<file path="src/rtl/wts_mem_arbiter.sv">
// -----------------------------------------------------------------------------
// wts_mem_arbiter
//
// Shares the single external cartridge memory (2MB, 8KB x 256 banks) between
// the MSX slot-side CPU path (bank-mapped, read/write) and the wave-table
// sound engine's waveform fetch (read-only). Each access holds mem_ncs low
// for ACCESS_CYCLES clocks, followed by one RECOVER clock in which the
// granted requester sees a single-cycle acknowledge. When both requesters
// are pending in IDLE, the one not served last wins (round-robin).
//
// Ports
//   clk, nreset              system clock, asynchronous active-low reset
//   cpu_req/cpu_wr           CPU request (level until cpu_ack), 1 = write
//   cpu_bank/cpu_a           bank (address[20:13]) and offset (address[12:0])
//   cpu_wdata                CPU write data
//   cpu_ack/cpu_rdata        completion pulse, read data held until next read
//   wts_req/wts_a            sound-engine fetch request and byte address
//   wts_ack/wts_rdata        completion pulse, fetched byte held until next
//   mem_ncs/mem_noe/mem_nwe  active-low memory strobes
//   mem_a/mem_dout           memory address and write data
//   mem_dout_en              1 = drive the memory data bus
//   mem_din                  read data from memory
//
// All outputs come straight from flops.
// -----------------------------------------------------------------------------
module wts_mem_arbiter #(
  parameter int unsigned ACCESS_CYCLES = 3  // legal range 2..15
) (
  input  logic        clk,
  input  logic        nreset,
  input  logic        cpu_req,
  input  logic        cpu_wr,
  input  logic [7:0]  cpu_bank,
  input  logic [12:0] cpu_a,
  input  logic [7:0]  cpu_wdata,
  output logic        cpu_ack,
  output logic [7:0]  cpu_rdata,
  input  logic        wts_req,
  input  logic [20:0] wts_a,
  output logic        wts_ack,
  output logic [7:0]  wts_rdata,
  output logic        mem_ncs,
  output logic        mem_noe,
  output logic        mem_nwe,
  output logic [20:0] mem_a,
  output logic [7:0]  mem_dout,
  output logic        mem_dout_en,
  input  logic [7:0]  mem_din
);

  typedef enum logic [1:0] {IDLE, ACCESS, RECOVER} state_t;
  typedef enum logic {GRANT_CPU, GRANT_WTS} grant_t;

  localparam logic [3:0] LAST_CNT = 4'(ACCESS_CYCLES - 1);

  state_t      state, state_n;
  grant_t      last_grant, last_grant_n;  // requester served most recently
  logic        wr_q, wr_n;                // latched direction of current access
  logic [3:0]  cnt, cnt_n;                // cycle index within ACCESS
  logic        take_cpu;

  logic        mem_ncs_n, mem_noe_n, mem_nwe_n, mem_dout_en_n;
  logic [20:0] mem_a_n;
  logic [7:0]  mem_dout_n;
  logic        cpu_ack_n, wts_ack_n;
  logic [7:0]  cpu_rdata_n, wts_rdata_n;

  // Next-state and next-output logic. The strobes are computed one clock
  // ahead so that the flops present them exactly in the cycle they belong to.
  always_comb begin
    // NOTE: every signal gets a default before the case so no path leaves
    // it unassigned; an unassigned path in always_comb infers a latch.
    state_n       = state;
    last_grant_n  = last_grant;
    wr_n          = wr_q;
    cnt_n         = cnt;
    take_cpu      = 1'b0;
    mem_ncs_n     = 1'b1;
    mem_noe_n     = 1'b1;
    mem_nwe_n     = 1'b1;
    mem_dout_en_n = 1'b0;
    mem_a_n       = mem_a;
    mem_dout_n    = mem_dout;
    cpu_ack_n     = 1'b0;
    wts_ack_n     = 1'b0;
    cpu_rdata_n   = cpu_rdata;
    wts_rdata_n   = wts_rdata;

    case (state)
      IDLE: begin
        if (cpu_req || wts_req) begin
          // CPU wins when alone, or on a tie when WTS was served last.
          take_cpu      = cpu_req && (!wts_req || last_grant == GRANT_WTS);
          state_n       = ACCESS;
          cnt_n         = 4'd0;
          mem_ncs_n     = 1'b0;
          if (take_cpu) begin
            last_grant_n  = GRANT_CPU;
            wr_n          = cpu_wr;
            mem_a_n       = {cpu_bank, cpu_a};
            mem_dout_n    = cpu_wdata;
            mem_noe_n     = cpu_wr;
            mem_dout_en_n = cpu_wr;
          end else begin
            last_grant_n  = GRANT_WTS;
            wr_n          = 1'b0;
            mem_a_n       = wts_a;
            mem_noe_n     = 1'b0;
          end
        end
      end

      ACCESS: begin
        if (cnt == LAST_CNT) begin
          // Edge ending the last access cycle: sample read data, release
          // the strobes and raise the owner's acknowledge for RECOVER.
          state_n = RECOVER;
          if (last_grant == GRANT_CPU) begin
            cpu_ack_n = 1'b1;
            if (!wr_q) cpu_rdata_n = mem_din;
          end else begin
            wts_ack_n   = 1'b1;
            wts_rdata_n = mem_din;
          end
        end else begin
          cnt_n         = 4'(cnt + 4'd1);
          mem_ncs_n     = 1'b0;
          mem_noe_n     = wr_q;
          mem_dout_en_n = wr_q;
          // The first access cycle is address setup; WE drops from the second.
          mem_nwe_n     = !wr_q;
        end
      end

      RECOVER: state_n = IDLE;

      default: state_n = IDLE;
    endcase
  end

  // NOTE: sequential state uses non-blocking assignments so every flop
  // samples the pre-edge values regardless of statement order.
  always_ff @(posedge clk or negedge nreset) begin
    if (!nreset) begin
      state       <= IDLE;
      last_grant  <= GRANT_WTS;
      wr_q        <= 1'b0;
      cnt         <= 4'd0;
      mem_ncs     <= 1'b1;
      mem_noe     <= 1'b1;
      mem_nwe     <= 1'b1;
      mem_dout_en <= 1'b0;
      mem_a       <= 21'd0;
      mem_dout    <= 8'd0;
      cpu_ack     <= 1'b0;
      wts_ack     <= 1'b0;
      cpu_rdata   <= 8'd0;
      wts_rdata   <= 8'd0;
    end else begin
      state       <= state_n;
      last_grant  <= last_grant_n;
      wr_q        <= wr_n;
      cnt         <= cnt_n;
      mem_ncs     <= mem_ncs_n;
      mem_noe     <= mem_noe_n;
      mem_nwe     <= mem_nwe_n;
      mem_dout_en <= mem_dout_en_n;
      mem_a       <= mem_a_n;
      mem_dout    <= mem_dout_n;
      cpu_ack     <= cpu_ack_n;
      wts_ack     <= wts_ack_n;
      cpu_rdata   <= cpu_rdata_n;
      wts_rdata   <= wts_rdata_n;
    end
  end

endmodule

</file>
<file path="config.mk">
export PLATFORM = sky130hd
export DESIGN_NAME = wts_mem_arbiter
export DESIGN_NICKNAME = d
export VERILOG_FILES = /design/src/rtl/wts_mem_arbiter.sv
export SDC_FILE = /design/constraint.sdc
export NUM_CORES = 1
export LEC_CHECK = 0
export ABC_AREA = 0
export CAP_MARGIN = 20
export CORE_UTILIZATION = 42
export DETAILED_ROUTE_END_ITERATION = 16
export GPL_TIMING_DRIVEN = 0
export PLACE_DENSITY_LB_ADDON = 0.05
export SYNTH_ARGS = -nofsm -noshare
export SYNTH_HDL_FRONTEND = slang
export SYNTH_SLANG_ARGS = --single-unit
</file>
<file path="constraint.sdc">
create_clock -name clk -period 1.99 [get_ports clk]
set_input_delay 0.2985 -clock clk [delete_from_list [all_inputs] [get_ports clk]]
set_output_delay 0.2985 -clock clk [all_outputs]
set_load 0.05 [all_outputs]
</file>
==> flow_summary.yaml <==
worst_setup_path:
  cp.required_ps: 2200
  path_class: "reg -> reg"
  path_max_fanout: 8
  max_stage_delay_ps: 410
  reg2reg_depth: 6
  cp-end-kind: "flop"
  reg2reg_from: "cnt[0]"
  rrSetupSlack_ps: 110
  crit_slowest_cell: "dfrtp_1"
  startpoint: "cnt[0]"
  cp.arrival_ps: 2100
  timing.rr.end: "cpu_rdata[1]"
  critPathCapture: "cpu_rdata[1]"
  start_kind: "flop"
  path_cells: "inv_1 -> ha_1 -> nand4bb_4 -> nor4_4 -> buf_4 -> mux2_2"
clocking:
  cts_tree: "yes"
  clockBufferDepth: 2
  clkSlewWorstSetupHoldPaths_ps: 70
  postCtsHoldBufs: 0
  cts_max_level: 3
  ctsRootBufferMaster: "clkbuf_8"
  clock_latency_ps: 330
  cts_made_buffers: 9
  cts_sinks: 59
timing:
  relSlewSlack_pct: 46.2
  max_freq_ghz: 0.531
  final_max_slew_viol_count: 0
  fin_skew_ps: 6.61
  period_needed_ps: 1880
  setup_viol_count_final: 0
  worstMarginPinSlew_ps: 807
  rsz0062_at_grt: "no"
  hold_viol: 0
  layout_worst_path_cycle_share_pct: 94.6
  fin_tns_setup_ps: 0
power_and_ir_drop:
  ir_drop_v: 0.00106
  p_int_mw: 4.06
  switching_power_mw: 3.46
  combPwrFrac_pct: 56.0
  p_per_area_nw_per_um2: 1830
  switching_share_pct: 46.0
  power_frac_seq_pct: 28.6
  clkPwrFrac_pct: 15.4
  p_leak_nw: 1.65
  power_mw: 7.52
synthesis:
  mappedNetlistArea_um2: 2640
  synth_seq_cells: 59
  syn_inst: 227
  ys_seq_area_share_pct: 56.2
  syn_area_per_cell_um2: 11.6
  ys_warn_count: 0
  synth_cell_types: 30
  ys_async_sr_fraction_pct: 100
  synth_nets: 292
  synth_edf_count: 0
  synthFlopType: "dfrtp_1"
place:
  numPortBuffers: 113
  dp_cells: 416
  place_congestion: 0.740
  place_hpwl_mm: 4.78
grt:
  grt_pass1_vias: 2250
  grt_pass1_wl_mm: 10.5
  grt_max_degree: 37
  grt_usage_pct: 21.6
  antenna_found_initial: 0
  grt-ovfl-total: 0
floorplan:
  core_um2: 5990
  die-height_um: 81.2
  rows: 28
  die_w_um: 81.2
  start_util_pct: 44.0
  ios: 114
  dieArea_um2: 6600
route:
  via_count: 2253
  wl_per_cell_um: 15.1
  drt_iter0_drc: 64
  firstDrtPassIters: 4
  ant_nets: 0
  avgViaCountPerCell: 5.20
  drc: 0
  routed_wl_mm: 6.55
final_layout:
  final_core_util_pct: 68.5
  final_common_cell: "clkdlybuf4s50_1"
  nNetsFinal: 418
  area_growth_syn_to_layout_pct: 55.7
  drive_above_1_share_pct: 15.6
  stdcell_count: 433
  layout_common_cells: "clkdlybuf4s50_1 (109), dfrtp_1 (55), mux2_2 (26)"
  antennaDiodeCount: 0
status:
  status: "completed"
hold_path:
  hold_class: "in -> async"
job:
  drv_cap: 0
## metal layers
layer  GRT usage, %  vias to the layer above  share of wire, %
met2           36.8                       72                50
met4           6.96                        0               1.1
li1               -                     1084                 -
met1           23.8                     1089                42
met3           10.1                        8               7.3
met5              0                        -                 0
## critical path, delay by kind of cell (launching register included)
kind                     cells  cell delay [ps]
adder cells (fa/ha/maj)      1              280
AND/OR/NAND/NOR              2              440
buffers and inverters        2              300
flip-flops                   1              410
multiplexers                 1              340
## sequential cells by signal (all words and copies together) (netlist names), 2 cells and up
| register | count |
|---|---|
| wts_rdata | 8 |
| cnt | 4 |
| state | 2 |
| mem_dout | 8 |
| cpu_rdata | 8 |
| mem_a | 21 |
## cells in the mapped netlist, drive strengths merged (2+ instances only)
cell | instances | area, µm²
a21oi | 22 | 110
a22o | 2 | 17.5
a31oi | 22 | 138
clkbuf | 16 | 60.1
dfrtp | 55 | 1380
dfstp | 4 | 105
ha | 2 | 25.0
inv | 7 | 26.3
mux2 | 26 | 293
nand2 | 2 | 7.51
nand2b | 2 | 12.5
nand3 | 4 | 20.0
nand3b | 21 | 158
nor2 | 3 | 11.3
nor2b | 2 | 12.5
nor3 | 2 | 10.0
nor4 | 2 | 33.8
o21ai | 23 | 115
## final cells by class
type,instances,area (µm²)
tap,75,93.8
buffer,17,65.1
clock inverter,5,77.6
fill,489,1880
multi-input combinational,144,1070
clock buffer,11,131
inverter,7,26.3
timing repair buffer,115,1160
sequential,59,1480
## worst min-delay path by stage
stage | start | to | slack (ps) | depth (start not counted)
2_1_floorplan | nreset | cnt[0] | 3 | 0
3_3_place_gp | wts_rdata[5] | wts_rdata[5] | 490 | 1
3_5_place_dp | nreset | mem_dout[4] | 440 | 1
4_1_cts | nreset | mem_dout[2] | 70 | 1
5_1_grt | nreset | mem_dout[4] | 100 | 1
6_report | nreset | mem_dout[2] | 50 | 1
## repair_timing
action,in CTS,in global routing
pin swaps,0,1
setup endpoints to repair,4,15
gates resized for setup,1,4
buffers inserted,0,1
## power by group through the flow
| stage | clock, mW | combinational [mW] | sequential, mW |
|---|---|---|---|
| after floorplan | 0 | 1.07 | 3.88 |
| after global placement | 0 | 4.19 | 2.15 |
| after detailed placement | 0 | 4.24 | 2.16 |
| after CTS | 1.18 | 4.24 | 2.16 |
| after global routing | 1.25 | 4.44 | 2.23 |
| final | 1.16 | 4.21 | 2.15 |
## kinds of logic after synthesis
family          after synthesis  synth area share [%]
buf+inv                      24                  3.46
flops                        59                  56.2
compound gates               73                  15.9
simple gates                 43                  12.4
mux                          26                  11.1
fa+ha+maj                     2                 0.949
## metrics by stage
step | worst slack, ps | area (µm²) | hold WS, ps
detailed placement | -209 | 3880 | 437
global placement | -1240 | 3860 | 488
finish | 107 | 4110 | 55.0
floorplan | 280 | 2640 | 2.91
CTS | 9.10 | 4090 | 70.2
global route | 6.15 | 4110 | 101
Power figures use the tool's default switching activity.
